`config.mk`:
```
export PLATFORM = sky130hd
export DESIGN_NAME = seq_alu
export DESIGN_NICKNAME = d
export VERILOG_FILES = /design/src/rtl/alu_pkg.sv /design/src/rtl/alu_divider.sv /design/src/rtl/seq_alu.sv
export SDC_FILE = /design/constraint.sdc
export NUM_CORES = 1
export LEC_CHECK = 0
export ABC_AREA = 1
export BUFFER_PORTS_ARGS = -buffer_cell sky130_fd_sc_hd__buf_4
export CORE_MARGIN = 5
export CORE_UTILIZATION = 40
export DETAILED_ROUTE_END_ITERATION = 16
export PLACE_DENSITY = 0.65
export SYNTH_ARGS = -nofsm -noshare
export SYNTH_HDL_FRONTEND = slang
export SYNTH_SLANG_ARGS = --single-unit
```
`constraint.sdc`:
```
create_clock -name clk -period 7.2 [get_ports clk]
set_input_delay 0 -clock clk [delete_from_list [all_inputs] [get_ports clk]]
set_output_delay 0 -clock clk [all_outputs]
set_load 0.05 [all_outputs]
```
`src/rtl/alu_pkg.sv`:
```
// Shared definitions for the sequential ALU: opcode values and FSM state encoding.
package alu_pkg;

   typedef enum logic [2:0] {
      OP_ADD = 3'b000,
      OP_SUB = 3'b001,
      OP_MUL = 3'b010,
      OP_DIV = 3'b011,
      OP_MOD = 3'b100,
      OP_EQ  = 3'b101,
      OP_GT  = 3'b110,
      OP_LT  = 3'b111
   } opcode_e;

   typedef enum logic [1:0] {
      ST_IDLE = 2'b00,
      ST_BUSY = 2'b01,
      ST_DONE = 2'b10
   } state_e;

   // Divide and modulo share the iterative divider and the zero-divisor bypass
   function automatic logic isDivOp(input opcode_e op);
      return (op == OP_DIV) || (op == OP_MOD);
   endfunction

endpackage

```
`src/rtl/alu_divider.sv`:
```
// Restoring divider: one quotient bit per clock, WIDTH iterations after start.
// quotient/remainder show the value after the current iteration, so they are
// final in the cycle that done is high and can be captured on that edge.
module alu_divider #(
   parameter int WIDTH = 8
) (
   input  logic             clk,
   input  logic             reset,
   input  logic             start,
   input  logic [WIDTH-1:0] dividend,
   input  logic [WIDTH-1:0] divisor,
   output logic             done,
   output logic [WIDTH-1:0] quotient,
   output logic [WIDTH-1:0] remainder
);

   localparam int CW = $clog2(WIDTH);

   logic             busy_q, busy_d;
   logic [CW-1:0]    cnt_q, cnt_d;
   logic [WIDTH-1:0] quo_q, quo_d;
   logic [WIDTH-1:0] rem_q, rem_d;
   logic [WIDTH-1:0] dvs_q, dvs_d;
   logic [WIDTH:0]   shifted;
   logic [WIDTH:0]   trial;

   // One restoring step: shift in the next dividend bit, try subtracting the divisor
   always_comb begin
      shifted   = {rem_q, quo_q[WIDTH-1]};
      trial     = shifted - {1'b0, dvs_q};
      quotient  = {quo_q[WIDTH-2:0], ~trial[WIDTH]};
      remainder = trial[WIDTH] ? shifted[WIDTH-1:0] : trial[WIDTH-1:0];
      done      = busy_q && (cnt_q == '0);
      busy_d    = busy_q;
      cnt_d     = cnt_q;
      quo_d     = quo_q;
      rem_d     = rem_q;
      dvs_d     = dvs_q;
      if (start) begin
         busy_d = 1'b1;
         cnt_d  = CW'(WIDTH - 1);
         quo_d  = dividend;
         rem_d  = '0;
         dvs_d  = divisor;
      end else if (busy_q) begin
         quo_d = quotient;
         rem_d = remainder;
         if (cnt_q == '0) begin
            busy_d = 1'b0;
         end else begin
            cnt_d = cnt_q - CW'(1);
         end
      end
   end

   // Iteration state registers; reset abandons any division in flight
   always_ff @(posedge clk) begin
      if (reset) begin
         busy_q <= 1'b0;
         cnt_q  <= '0;
         quo_q  <= '0;
         rem_q  <= '0;
         dvs_q  <= '0;
      end else begin
         busy_q <= busy_d;
         cnt_q  <= cnt_d;
         quo_q  <= quo_d;
         rem_q  <= rem_d;
         dvs_q  <= dvs_d;
      end
   end

endmodule

```
`src/rtl/seq_alu.sv`:
```
// Multi-cycle ALU behind a valid/ready handshake with carry/borrow and status flags.
// Build option ALU_ITER_MUL_EN: multiply runs on a shift-add iterator in BUSY
// instead of a single-cycle product.
module seq_alu
   import alu_pkg::*;
#(
   parameter int WIDTH = 8
) (
   input  logic               clk,
   input  logic               reset,
   input  logic               in_valid,
   output logic               in_ready,
   input  logic [WIDTH-1:0]   a,
   input  logic [WIDTH-1:0]   b,
   input  logic [2:0]         opcode,
   output logic               out_valid,
   input  logic               out_ready,
   output logic [2*WIDTH-1:0] result,
   output logic               flag_zero,
   output logic               flag_dz
);

   state_e               state_q, state_d;
   opcode_e              op_q, op_d;
   logic [2*WIDTH-1:0]   result_q, result_d;
   logic                 zero_q, zero_d;
   logic                 dz_q, dz_d;
   opcode_e              opc;
   logic [WIDTH:0]       sum;
   logic [WIDTH:0]       diff;
   logic [2*WIDTH-1:0]   quick;
   logic [2*WIDTH-1:0]   busyResult;
   logic                 divStart;
   logic                 divDone;
   logic [WIDTH-1:0]     divQuotient;
   logic [WIDTH-1:0]     divRemainder;

   assign in_ready  = (state_q == ST_IDLE);
   assign out_valid = (state_q == ST_DONE);
   assign result    = result_q;
   assign flag_zero = zero_q;
   assign flag_dz   = dz_q;

   alu_divider #(.WIDTH(WIDTH)) uDivider (
      .clk       (clk),
      .reset     (reset),
      .start     (divStart),
      .dividend  (a),
      .divisor   (b),
      .done      (divDone),
      .quotient  (divQuotient),
      .remainder (divRemainder)
   );

`ifdef ALU_ITER_MUL_EN
   localparam int CW = $clog2(WIDTH);

   logic [2*WIDTH-1:0] acc_q, acc_d;
   logic [2*WIDTH-1:0] mcand_q, mcand_d;
   logic [WIDTH-1:0]   mplier_q, mplier_d;
   logic [CW-1:0]      mcnt_q, mcnt_d;
   logic               mulStart;
   logic               mulDone;
   logic [2*WIDTH-1:0] mulProduct;

   // Shift-add multiplier step: add the shifted multiplicand when the low multiplier bit is set
   always_comb begin
      mulProduct = acc_q + (mplier_q[0] ? mcand_q : '0);
      mulDone    = (state_q == ST_BUSY) && (op_q == OP_MUL) && (mcnt_q == '0);
      acc_d      = acc_q;
      mcand_d    = mcand_q;
      mplier_d   = mplier_q;
      mcnt_d     = mcnt_q;
      if (mulStart) begin
         acc_d    = '0;
         mcand_d  = {{WIDTH{1'b0}}, a};
         mplier_d = b;
         mcnt_d   = CW'(WIDTH - 1);
      end else if ((state_q == ST_BUSY) && (op_q == OP_MUL)) begin
         acc_d    = mulProduct;
         mcand_d  = mcand_q << 1;
         mplier_d = mplier_q >> 1;
         if (mcnt_q != '0) begin
            mcnt_d = mcnt_q - CW'(1);
         end
      end
   end

   // Multiplier iteration registers
   always_ff @(posedge clk) begin
      if (reset) begin
         acc_q    <= '0;
         mcand_q  <= '0;
         mplier_q <= '0;
         mcnt_q   <= '0;
      end else begin
         acc_q    <= acc_d;
         mcand_q  <= mcand_d;
         mplier_q <= mplier_d;
         mcnt_q   <= mcnt_d;
      end
   end
`endif

   // Single-cycle results computed straight from the operands at the accept edge
   always_comb begin
      opc  = opcode_e'(opcode);
      sum  = {1'b0, a} + {1'b0, b};
      diff = {1'b0, a} - {1'b0, b};
      quick = '0;
      case (opc)
         OP_ADD:  quick = {{(WIDTH-1){1'b0}}, sum};
         OP_SUB:  quick = {{(WIDTH-1){1'b0}}, diff};
         OP_MUL:  quick = {{WIDTH{1'b0}}, a} * {{WIDTH{1'b0}}, b};
         OP_EQ:   quick = {{(2*WIDTH-1){1'b0}}, (a == b)};
         OP_GT:   quick = {{(2*WIDTH-1){1'b0}}, (a > b)};
         OP_LT:   quick = {{(2*WIDTH-1){1'b0}}, (a < b)};
         default: quick = '0;
      endcase
   end

   // Next-state logic: accept in IDLE, iterate in BUSY, hold the result in DONE until drained
   always_comb begin
      state_d    = state_q;
      op_d       = op_q;
      result_d   = result_q;
      zero_d     = zero_q;
      dz_d       = dz_q;
      divStart   = 1'b0;
      busyResult = (op_q == OP_DIV) ? {{WIDTH{1'b0}}, divQuotient}
                                    : {{WIDTH{1'b0}}, divRemainder};
`ifdef ALU_ITER_MUL_EN
      mulStart   = 1'b0;
`endif
      unique case (state_q)
         ST_IDLE: begin
            if (in_valid) begin
               op_d = opc;
               dz_d = 1'b0;
               if (isDivOp(opc)) begin
                  if (b == '0) begin
                     result_d = '0;
                     zero_d   = 1'b1;
                     dz_d     = 1'b1;
                     state_d  = ST_DONE;
                  end else begin
                     divStart = 1'b1;
                     state_d  = ST_BUSY;
                  end
               end
`ifdef ALU_ITER_MUL_EN
               else if (opc == OP_MUL) begin
                  mulStart = 1'b1;
                  state_d  = ST_BUSY;
               end
`endif
               else begin
                  result_d = quick;
                  zero_d   = (quick == '0);
                  state_d  = ST_DONE;
               end
            end
         end
         ST_BUSY: begin
`ifdef ALU_ITER_MUL_EN
            if (mulDone) begin
               result_d = mulProduct;
               zero_d   = (mulProduct == '0);
               state_d  = ST_DONE;
            end else
`endif
            if (divDone) begin
               result_d = busyResult;
               zero_d   = (busyResult == '0);
               state_d  = ST_DONE;
            end
         end
         ST_DONE: begin
            if (out_ready) begin
               state_d = ST_IDLE;
            end
         end
         default: state_d = ST_IDLE;
      endcase
   end

   // State and result registers; reset abandons any operation and clears the outputs
   always_ff @(posedge clk) begin
      if (reset) begin
         state_q  <= ST_IDLE;
         op_q     <= OP_ADD;
         result_q <= '0;
         zero_q   <= 1'b0;
         dz_q     <= 1'b0;
      end else begin
         state_q  <= state_d;
         op_q     <= op_d;
         result_q <= result_d;
         zero_q   <= zero_d;
         dz_q     <= dz_d;
      end
   end

endmodule

```
==> out/results.tsv <==
stage	metric	value	unit
run_status	status	complete, no violations	
grt	total grt overflow	0	
cts	worst skew pair latency	0.30	ns
detailed_routing	antenna-violating nets left	0	
place	dpl ws	3.05	ns
detailed_routing	routed wire length per instance	14.1	microns
cts	post-CTS setup buffer count	0	
grt	largest net degree at the start of global routing	31	
power	register share of total power	21.4	%
place	DPL Wire Length	13500	microns
cts	CTS tree	done	
power	pwr/cell area	223	nW/um^2
timing	Final Max Tran Viols	0	
synth	Yosys warning count	0	
hold_path	hold path depth	3	
place	PortBufs	42	
timing	Total Neg Setup Slack	0	ns
synth	Seq/Total Area, Yosys	16.5	%
floorplan	# IOs	43	
timing	crit share post-route	53.6	%
hold_path	hold path start	opcode[0]	
grt	first-pass GRT wire length	28100	microns
synth	count leader, synth	nand2_1	
timing	Fmax	0.259	GHz
synth	XOR/XNOR Fraction of Synth Area	0.708	%
finish	Net count, final	1115	
timing	setup ws final	3.34	ns
hold_path	Hold Crit Class	in2reg	
timing	Fin. Hold Viols	0	
grt	global routing's busiest layer	met2	
cts	Resize count post-CTS	0	
synth	mean post-synth cell area	6.35	sq um
detailed_routing	Detailed Route WL	16600	microns
grt	gr usage total	19.1	%
detailed_routing	Via Count	5918	
grt	GR Layer Usage met3	3.08	%
timing	skew final	0.00455	ns
synth	Synth area leaders	dfxtp_1 17%, nand2_1 16%, inv_1 13%	
setup_path	critical path launch point type	input port	
finish	share of cells above drive strength 1	7.06	%
setup_path	critical path endpoint	flag_zero	
power	Psw	725	uW
setup_path	required time worst endpoint	7.40	ns
synth	Synth Register Bits	51	
timing	Tmin final	3.86	ns
grt	met2 GRT Util	32.4	%
setup_path	RR Startpoint	uDivider.quo_q[7]	
synth	adder-cell area share of the yosys netlist	25.2	%
cts	Clk pin slew, worst setup/hold paths	0.07	ns
timing	Least-Margin Pin Slew	0.977	ns
cts	Clock Path Buffers	2	
floorplan	die footprint	18000	sq um
grt	vias in the first global route	5695	
cts	CTS root buffer	clkbuf_16	
cts	H-tree levels	2	
grt	initial antenna violation count	0	
synth	Simple-Gate Fraction of Synth Area	31.5	%
setup_path	Crit path arrival time	4.06	ns
floorplan	core footprint	15200	sq um
setup_path	worst r2r dst	result[7]	
synth	asr flop ratio synth	0	%
grt	met1 usage	26.0	%
synth	leading cell types by count after synthesis	270 x nand2_1, 213 x inv_1, 87 x nand3_1	
setup_path	WS Path Type	in2reg	
setup_path	r2r worst-path depth	16	
power	Sw Share	47.9	%
power	P_leak	0.00383	uW
floorplan	Core Rows	45	
cts	number of hold buffers added after CTS	1	
synth	biggest area consumer among synthesized cells	dfxtp_1	
power	total design power	1510	uW
floorplan	initial core utilization	40.7	%
synth	main combinational cell family by area after synthesis	simple AND/OR/NAND/NOR gates	
synth	Main synth FF type	dfxtp_1	
setup_path	Setup crit start	a[4]	
synth	Netlist cell types	38	
timing	RSZ-0062 raised after global routing	no	
detailed_routing	drt drc	0	
power	Max VDD drop	0.000107	V
synth	post-synthesis compound-gate area fraction	10.6	%
power	Int Power	788	uW
synth	Synth Cell Area	6180	sq um
timing	Max-slew headroom	34.5	%
detailed_routing	Initial DRT Pass Iterations	5	
cts	Num CTS Buffers	5	
synth	Post-synth EDFFs	0	
timing	Setup violations, final	0	
setup_path	crit end category	flop	
finish	Ant. Diodes	0	
detailed_routing	via/cell ratio	5.02	
synth	Mapped Cells	974	
synth	mux cell area share after synthesis	0	%
detailed_routing	initial DRC count	486	
power	combinational power share	59.5	%
cts	CTS sink count	51	
finish	Area growth syn-to-layout	9.51	%
place	gp weighted congestion	0.914	
power	clock power share	19.1	%
finish	Finished Core Util	44.6	%
run	max cap viols	0	
setup_path	critical path fanouts, max	10	
synth	Syn Nets	1098	
timing	WHS	0.0149	ns
synth	post-synth top area share	16.5	%
floorplan	die width	134	microns
floorplan	die extent in y	134	microns
setup_path	reg2reg setup slack	4.48	ns
[power groups by stage]
stage | Clock [uW] | Combinational, uW | Sequential, uW
after floorplan | 0 | 647 | 357
after global placement | 0 | 882 | 331
after detailed placement | 0 | 891 | 331
after CTS | 295 | 897 | 324
after global routing | 305 | 1030 | 328
final | 289 | 900 | 324
[cell usage in the layout (no fill, tap or decap), types with 11 or more instances in the layout]
| master | n |
|---|---|
| o21ai_0 | 29 |
| ha_1 | 62 |
| nand3_1 | 87 |
| nor2_1 | 58 |
| nand4_1 | 11 |
| fa_1 | 39 |
| a21oi_1 | 51 |
| inv_1 | 213 |
| dfxtp_1 | 51 |
| nand2_1 | 270 |
| buf_4 | 43 |
[worst min path at each step]
stage | to | slack [ns]
finish | op_q[0] | 0.01
floorplan | op_q[0] | 0.14
global placement | state_q[1] | 0.27
CTS | op_q[0] | 0.002
global route | op_q[0] | 0.01
detailed placement | state_q[1] | 0.27
[stage by stage]
stage | cells | area [sq um]
finish | 1180 | 6770
global placement | 1171 | 6590
floorplan | 974 | 6180
CTS | 1180 | 6770
global route | 1180 | 6770
detailed placement | 1171 | 6590
[flip-flops by register name, summed over array words and instances, names as in the netlist]
signal	count
result	16
uDivider.dvs_q	8
uDivider.quo_q	8
uDivider.rem_q	8
op_q	3
uDivider.cnt_q	3
state_q	2
flag_dz	1
flag_zero	1
uDivider.busy_q	1
[logic make-up after synthesis]
logic type / count (synthesis)
simple gates: 453
fa+ha+maj: 101
flops: 51
buf+inv: 249
xor+xnor: 5
compound gates: 115
[layout make-up]
cell class	count	area [sq um]
clock buffers	6	139
repair buffers	44	333
multi-input cells	674	4200
well taps	188	235
flip-flops and latches	51	1020
clock inverters	2	38.8
inverters	215	807
fillers	1628	8430
[metal layers]
metal | wire, microns | part of all wire (%)
met4 | 269 | 1.6
met1 | 7810 | 47
met2 | 7740 | 47
met5 | 0 | 0
met3 | 806 | 4.8
[critical path, stage by stage]
cell     delay (ns)
buf_4          0.16
ha_1           0.24
fa_1           0.55
fa_1           0.44
fa_1           0.57
inv_1          0.06
fa_1           0.53
inv_1          0.04
ha_1           0.36
nand2_1        0.11
nor2_1         0.15
nand3_1        0.14
nand4_1        0.12
nand3_1        0.09
nand2_1        0.11
inv_1          0.04
nand2_1        0.06
nor2_1         0.04
nand3_1        0.07
nand3_1        0.06
nand2_1        0.07
inv_1          0.03
Note: power is estimated with default switching activity, not from simulation.
